<file path="src/rtl/accumulate_stage.sv">
// accumulate_stage: sums N unsigned WIDTH-bit operands into one ACC_WIDTH-bit
// result through a ripple-carry adder fed back from the accumulator register.
// A sticky flag records any carry-out seen while building the current result.
//
// State table
//   state | meaning
//   ACCUM | accepting operands, in_ready high, cnt counts accepts
//   DONE  | result presented on out_sum/out_ovf, waiting for out_ready
//
// Ports
//   clk        rising-edge clock
//   rst        synchronous active-high reset
//   in_valid   operand on in_data is valid
//   in_ready   stage accepts an operand this cycle (combinational)
//   in_data    WIDTH-bit unsigned operand
//   out_valid  a completed result is presented (combinational)
//   out_ready  consumer takes the result this cycle
//   out_sum    accumulated sum modulo 2^ACC_WIDTH
//   out_ovf    set if any addition of this result carried out

module adder #(
    parameter int WIDTH = 16
) (
    input  logic [WIDTH-1:0] in1,
    input  logic [WIDTH-1:0] in2,
    input  logic             cin,
    output logic [WIDTH-1:0] out,
    output logic             co
);
    logic carry;

    always_comb begin
        carry = cin;
        out   = '0;
        for (int i = 0; i < WIDTH; i++) begin
            out[i] = in1[i] ^ in2[i] ^ carry;
            carry  = (in1[i] & in2[i]) | (carry & (in1[i] ^ in2[i]));
        end
        co = carry;
    end
endmodule

module accumulate_stage #(
    parameter int WIDTH     = 16,
    parameter int N         = 4,
    parameter int ACC_WIDTH = 18
) (
    input  logic                 clk,
    input  logic                 rst,
    input  logic                 in_valid,
    output logic                 in_ready,
    input  logic [WIDTH-1:0]     in_data,
    output logic                 out_valid,
    input  logic                 out_ready,
    output logic [ACC_WIDTH-1:0] out_sum,
    output logic                 out_ovf
);
    localparam int CW = $clog2(N + 1);

    typedef enum logic {
        ACCUM = 1'b0,
        DONE  = 1'b1
    } state_t;

    state_t               state_q, state_d;
    logic [ACC_WIDTH-1:0] acc_q, acc_d;
    logic [CW-1:0]        cnt_q, cnt_d;
    logic                 ovf_q, ovf_d;

    logic [ACC_WIDTH-1:0] opnd;
    logic [ACC_WIDTH-1:0] add_out;
    logic                 add_co;
    logic                 accept;

    // Zero-extend the operand; written this way so ACC_WIDTH == WIDTH is legal.
    always_comb begin
        opnd            = '0;
        opnd[WIDTH-1:0] = in_data;
    end

    adder #(.WIDTH(ACC_WIDTH)) u_adder (
        .in1 (acc_q),
        .in2 (opnd),
        .cin (1'b0),
        .out (add_out),
        .co  (add_co)
    );

    assign in_ready  = (state_q == ACCUM) && !rst;
    assign out_valid = (state_q == DONE) && !rst;
    assign accept    = in_valid && in_ready;
    assign out_sum   = acc_q;
    assign out_ovf   = ovf_q;

    // The adder output only reaches acc on an accept, so in_data outside an
    // accept (including X) never disturbs the accumulator.
    always_comb begin
        state_d = state_q;
        acc_d   = acc_q;
        cnt_d   = cnt_q;
        ovf_d   = ovf_q;
        unique case (state_q)
            ACCUM: begin
                if (accept) begin
                    acc_d = add_out;
                    ovf_d = ovf_q | add_co;
                    if (cnt_q == CW'(N - 1)) begin
                        cnt_d   = '0;
                        state_d = DONE;
                    end else begin
                        cnt_d = cnt_q + CW'(1);
                    end
                end
            end
            DONE: begin
                if (out_ready) begin
                    acc_d   = '0;
                    ovf_d   = 1'b0;
                    state_d = ACCUM;
                end
            end
            default: state_d = ACCUM;
        endcase
    end

    always_ff @(posedge clk) begin
        if (rst) begin
            state_q <= ACCUM;
            acc_q   <= '0;
            cnt_q   <= '0;
            ovf_q   <= 1'b0;
        end else begin
            state_q <= state_d;
            acc_q   <= acc_d;
            cnt_q   <= cnt_d;
            ovf_q   <= ovf_d;
        end
    end
endmodule
</file>
<file path="config.mk">
export PLATFORM = sky130hd
export DESIGN_NAME = accumulate_stage
export DESIGN_NICKNAME = d
export VERILOG_FILES = /design/src/rtl/accumulate_stage.sv
export SDC_FILE = /design/constraint.sdc
export NUM_CORES = 1
export LEC_CHECK = 0
export BUFFER_PORTS_ARGS = -buffer_cell sky130_fd_sc_hd__buf_2
export CAP_MARGIN = 15
export CORE_MARGIN = 1
export CORE_UTILIZATION = 55
export CTS_BUF_LIST = sky130_fd_sc_hd__clkbuf_2 sky130_fd_sc_hd__clkbuf_4 sky130_fd_sc_hd__clkbuf_8
export CTS_CLUSTER_SIZE = 16
export DETAILED_ROUTE_END_ITERATION = 12
export PLACE_DENSITY_LB_ADDON = 0.25
export SYNTH_ARGS = -nofsm -noshare
export SYNTH_HDL_FRONTEND = slang
export SYNTH_SLANG_ARGS = --single-unit
</file>
<file path="constraint.sdc">
create_clock -name clk -period 12.5 [get_ports clk]
set_clock_uncertainty 0.1 [all_clocks]
set_input_delay 1.875 -clock clk [delete_from_list [all_inputs] [get_ports clk]]
set_output_delay 1.875 -clock clk [all_outputs]
set_load 0.01 [all_outputs]
</file>
Word-level counts from Yosys, hierarchy flattened

Cells that the tools add are included.

$add $sub $neg: 1
Bitwise gates (word level): 83
Muxes and demuxes: 11
Reduce and logical (&&, ||, !) cells: 6
Equal/unequal tests: 3

Operator list:

| kind                  | number |
|---|---|
| $mux W18              | 2 |
| $pmux W18 S2          | 1 |
| $and A1 B1 Y1         | 33 |
| $xor A1 B1 Y1         | 33 |
| $or A1 B1 Y1          | 16 |
| $mux W1               | 5 |
| $ne A2 B2 Y1 const B  | 2 |
| $pmux W1 S2           | 2 |
| $reduce_and A2 Y1     | 2 |
| $add A3 B1 Y3 const B | 1 |
| $eq A3 B2 Y1 const B  | 1 |
| $logic_and A1 B1 Y1   | 3 |
| $mux W3               | 1 |
| $logic_not A1 Y1      | 1 |
| $not A1 Y1            | 1 |

Logic and storage cells: 108
Flip-flop bits (word level): 23
Output and inout port bits: 21
Input port bits: 20

Logic depth before layout (Yosys ltp)

Word-level depth: 36
Mapped depth: 24
Depth with buffers taken out: 24

By module

Synthesis repeated with hierarchy kept, for this count alone.

Cells, all modules: 95
Area total of the unflattened synthesis: 1201.2 um2

By module, submodules not included:

| module           | cells each | area an instance (um2) | seq. area each (um2) | times used |
|---|---|---|---|---|
| accumulate_stage | 67         | 803.3                  | 460.4                | 1 |
| adder            | 28         | 397.9                  | 0.0                  | 1 |

Worst setup path after synthesis

Ideal clock, no wire load.

Path kind: input to register
Start: in in_data[0]
End: reg acc_q[17] (netlist: out_sum[17])
Arrival time: 7621 ps
Stages on the path: 24
Slack: 4649 ps
Path through: ha_1 > inv_1 > fa_1 > fa_1 > fa_1 > fa_1 > fa_1 > fa_1 > fa_1 > inv_1 > fa_1 > fa_1 > inv_1 > fa_1 > fa_1 > fa_1 > fa_1 > fa_1 > inv_1 > fa_1 > ha_1 > ha_1 > nand2b_1 > o21ai_0

Longest elaborated chain between the ends: 35

RTL lines:

| item                        | RTL line | text |
|---|---|---|
| start: declaration          | 52       | `input logic [WIDTH-1:0] in_data,` |
| $and A1 B1 Y1 (2 in series) | 37       | `carry = (in1[i] & in2[i]) \| (carry & (in1[i] ^ in2[i]));` |
| $or A1 B1 Y1                | 37       |  |
| $and A1 B1 Y1               | 37       |  |
| $or A1 B1 Y1                | 37       |  |
| $and A1 B1 Y1               | 37       |  |
| $or A1 B1 Y1                | 37       |  |
| $and A1 B1 Y1               | 37       |  |
| $or A1 B1 Y1                | 37       |  |
| [18 not listed]             | n/a      |  |
| $and A1 B1 Y1               | 37       |  |
| $or A1 B1 Y1                | 37       |  |
| $and A1 B1 Y1               | 37       |  |
| $or A1 B1 Y1                | 37       |  |
| $and A1 B1 Y1               | 37       |  |
| $xor A1 B1 Y1               | 36       | `out[i] = in1[i] ^ in2[i] ^ carry;` |
| $mux W18                    | 104      | `if (accept) begin` |
| $pmux W18 S2                | 102      | `unique case (state_q)` |
| end signal: assignment      | 129      | `acc_q <= '0;` |
| end signal: assignment      | 134      | `acc_q <= acc_d;` |
| end: declaration            | 66       | `logic [ACC_WIDTH-1:0] acc_q, acc_d;` |

No other way between the ends. The select of a mux whose other input is x is not followed.
A chain may end at the register's enable or synchronous reset.

Worst setup path in the final report

Ends and elaborated chain as after synthesis.

==> impl_metrics.tcl <==
set metrics [dict create \
    ys_ff_latch 23 \
    clkTransAtPathRegs_ns 0.13 \
    p_leak_nw 0.717 \
    cts_max_level 1 \
    vias 1043 \
    grt-ovfl-total 0 \
    hold_buffers 0 \
    cts_made_buffers 3 \
    p_per_area_nw_per_um2 98.3 \
    cp_common_cell "fa_1" \
    hold_path.class "reg2reg" \
    timing.setup.tns_ns 0 \
    synth_top_area_share_pct 35.4 \
    synthToLayoutAreaGrowth_pct 18.7 \
    cpPeakStageDelay_ns 0.40 \
    end_kind "flop" \
    place_congestion 0.732 \
    reg2reg_depth 24 \
    antenna_found_initial 0 \
    ys_types 20 \
    remaining_drc_errors 0 \
    pin_count 41 \
    cp.required_ns 12.57 \
    worstMarginPinSlew_ns 1.12 \
    final_nets 217 \
    arrival_ns 8.03 \
    min_period_ns 7.95 \
    fin_area_um2 1540 \
    worstSetupEndpoint "out_sum[17]$_SDFFE_PP0P_" \
    drive_gt1_share_pct 25.4 \
    rows 17 \
    yosys.area.top_type "dfxtp_1" \
    finalSetupViolCount 0 \
    synth_nets 178 \
    routed_wirelength_mm 2.48 \
    ys_seq_area_share_pct 35.4 \
    initial_core_util_pct 58.8 \
    netlist_top_cells_area "dfxtp_1 35%, fa_1 23%, inv_1 8.7%, nand3_1 6.9%, o31ai_1 6.9%" \
    async_flop_share_pct 0 \
    ir_drop_uv 59.0 \
    clk_latency_ns 0.31 \
    r2r-end "out_sum[17]$_SDFFE_PP0P_" \
    fmax_mhz 126 \
    cts_resized 0 \
    slew_headroom_pct 25.5 \
    min_from "cnt_q[2]$_SDFFE_PP0P_" \
    path_class "in2reg" \
    start_kind "input pin" \
    reg2reg_from "out_sum[0]$_SDFFE_PP0P_" \
    synth_flop_cell "dfxtp_1" \
    globalRouteTotalUtil_pct 21.9 \
    grt_pass1_wl_mm 4.16 \
    syn_avg_cell_area_um2 9.36 \
    core_um2 2210 \
    synth_area_um2 1300 \
    drt_first_pass_iters 4 \
    tritoncts "yes" \
    viasPerCell 5.09 \
    cp_slowest_cell "fa_1" \
    clk_root_buffer_cell "clkbuf_4" \
    dpl_cell_area_um2 1520 \
    die-area_um2 2560 \
    fp.dieW_um 50.6 \
    clock_sinks 23 \
    crit_start "in_data[0]" \
    portBuffers 40 \
    max_cap_violations 0 \
    dpl.hpwl_mm 1.81 \
    drtAntennaViolNets 0 \
    first_iter_violations 20 \
    drt-wirelength-per-cell_um 12.1 \
    die_height_um 50.6 \
    diodes 0 \
    fin_crit_sh_pct 63.6 \
    status "finished, final reports clean" \
    post-cts-setup-buffers 0 \
    hold_viol 0 \
    grt_pass1_vias 1040 \
    rrSetupSlack_ns 5.79 \
    ctsLongestPathBuffers 2 \
    synthesis.instances 139 \
    yosys_warnings 0 \
    drv_slew 0 \
    rsz0062_at_grt "no" \
    synth_edf_count 0 \
    crit_fanout 1 \
    grt_max_degree 38 \
]
==> Yosys cell counts, types with 4 or more instances <==
master	instances
a21oi_1	4
clkbuf_1	5
dfxtp_1	23
fa_1	15
ha_1	4
inv_1	30
nand2_1	5
nand2b_1	6
nand3_1	18
o21ai_0	5
o31ai_1	12
==> cell type report <==
type                    instances  area (um2)
clock buffers                   3        22.5
flip-flops and latches         23         460
fillers                       183         668
multi-input cells              79         701
well taps                      28        35.0
clock inverters                 1        5.00
repair buffers                 41         208
inverters                      30         113
==> routing by layer <==
layer  routed length, um  vias up  track usage, %
met4                  17        0            8.80
met5                   0        -               0
met3                 102        2            3.94
met1                1140      482            25.7
li1                    -      526               -
met2                1210       33            38.9
==> through the flow <==
| stage | worst slack, ns | cells | utilization [%] | hold slack, ns | total power, mW |
|---|---|---|---|---|---|
| global route | 4.30 | 205 | 69.8 | 0.366 | 0.162 |
| floorplan | 4.65 | 139 | - | 0.304 | 0.106 |
| detailed placement | 4.18 | 201 | 68.6 | 0.318 | 0.119 |
| CTS | 4.52 | 205 | 69.8 | 0.337 | 0.153 |
| finish | 4.55 | 205 | 69.8 | 0.333 | 0.152 |
| global placement | 4.31 | 201 | 68.6 | 0.315 | 0.117 |
==> registers in the layout (all words and copies together) (netlist names) <==
name / count
cnt_q: 3
state_q: 1
out_ovf: 1
out_sum: 18
==> kinds of logic after synthesis <==
group	count (synthesis)	share of synthesized area (%)
buffers and inverters	37	10.8
and+or+nand+nor	36	14.7
AOI/OAI and AO/OA	24	12.2
DFF	23	35.4
adders and majority gates	19	26.9
==> cell usage in the layout, fill, tap and decap left out <==
cell,instances
fa_1,15
nand2_1,5
ha_1,4
buf_4,1
nand3_1,18
buf_2,40
a21oi_1,4
or3b_1,2
o2bb2ai_1,1
nor2b_1,2
clkinv_2,1
a211oi_1,1
o31ai_1,12
clkbuf_4,3
o21ai_0,5
inv_1,30
dfxtp_1,23
nand2b_1,6
nor2_1,2
a22oi_1,1
nand3b_1,1
==> power breakdown <==
part	internal, mW	total [mW]	switching (mW)
clock network	0.0119	0.0342	0.0223
logic	0.0155	0.0355	0.0200
registers	0.0783	0.0821	0.00378
==> worst max-delay path: cells and delay by family <==
family | cells | cell delay (ns)
fa+ha+maj | 18 | 5.70
simple gates | 1 | 0.06
buf+inv | 5 | 0.33
compound gates | 1 | 0.06
==> how the worst min path moves through the flow <==
stage                       endpoint  cells past startpoint
2_1_floorplan  cnt_q[2]$_SDFFE_PP0P_                      2
3_3_place_gp   cnt_q[2]$_SDFFE_PP0P_                      2
3_5_place_dp   cnt_q[2]$_SDFFE_PP0P_                      2
4_1_cts        cnt_q[2]$_SDFFE_PP0P_                      2
5_1_grt        cnt_q[2]$_SDFFE_PP0P_                      2
6_report       cnt_q[2]$_SDFFE_PP0P_                      2
(Power assumes the default switching activity.)
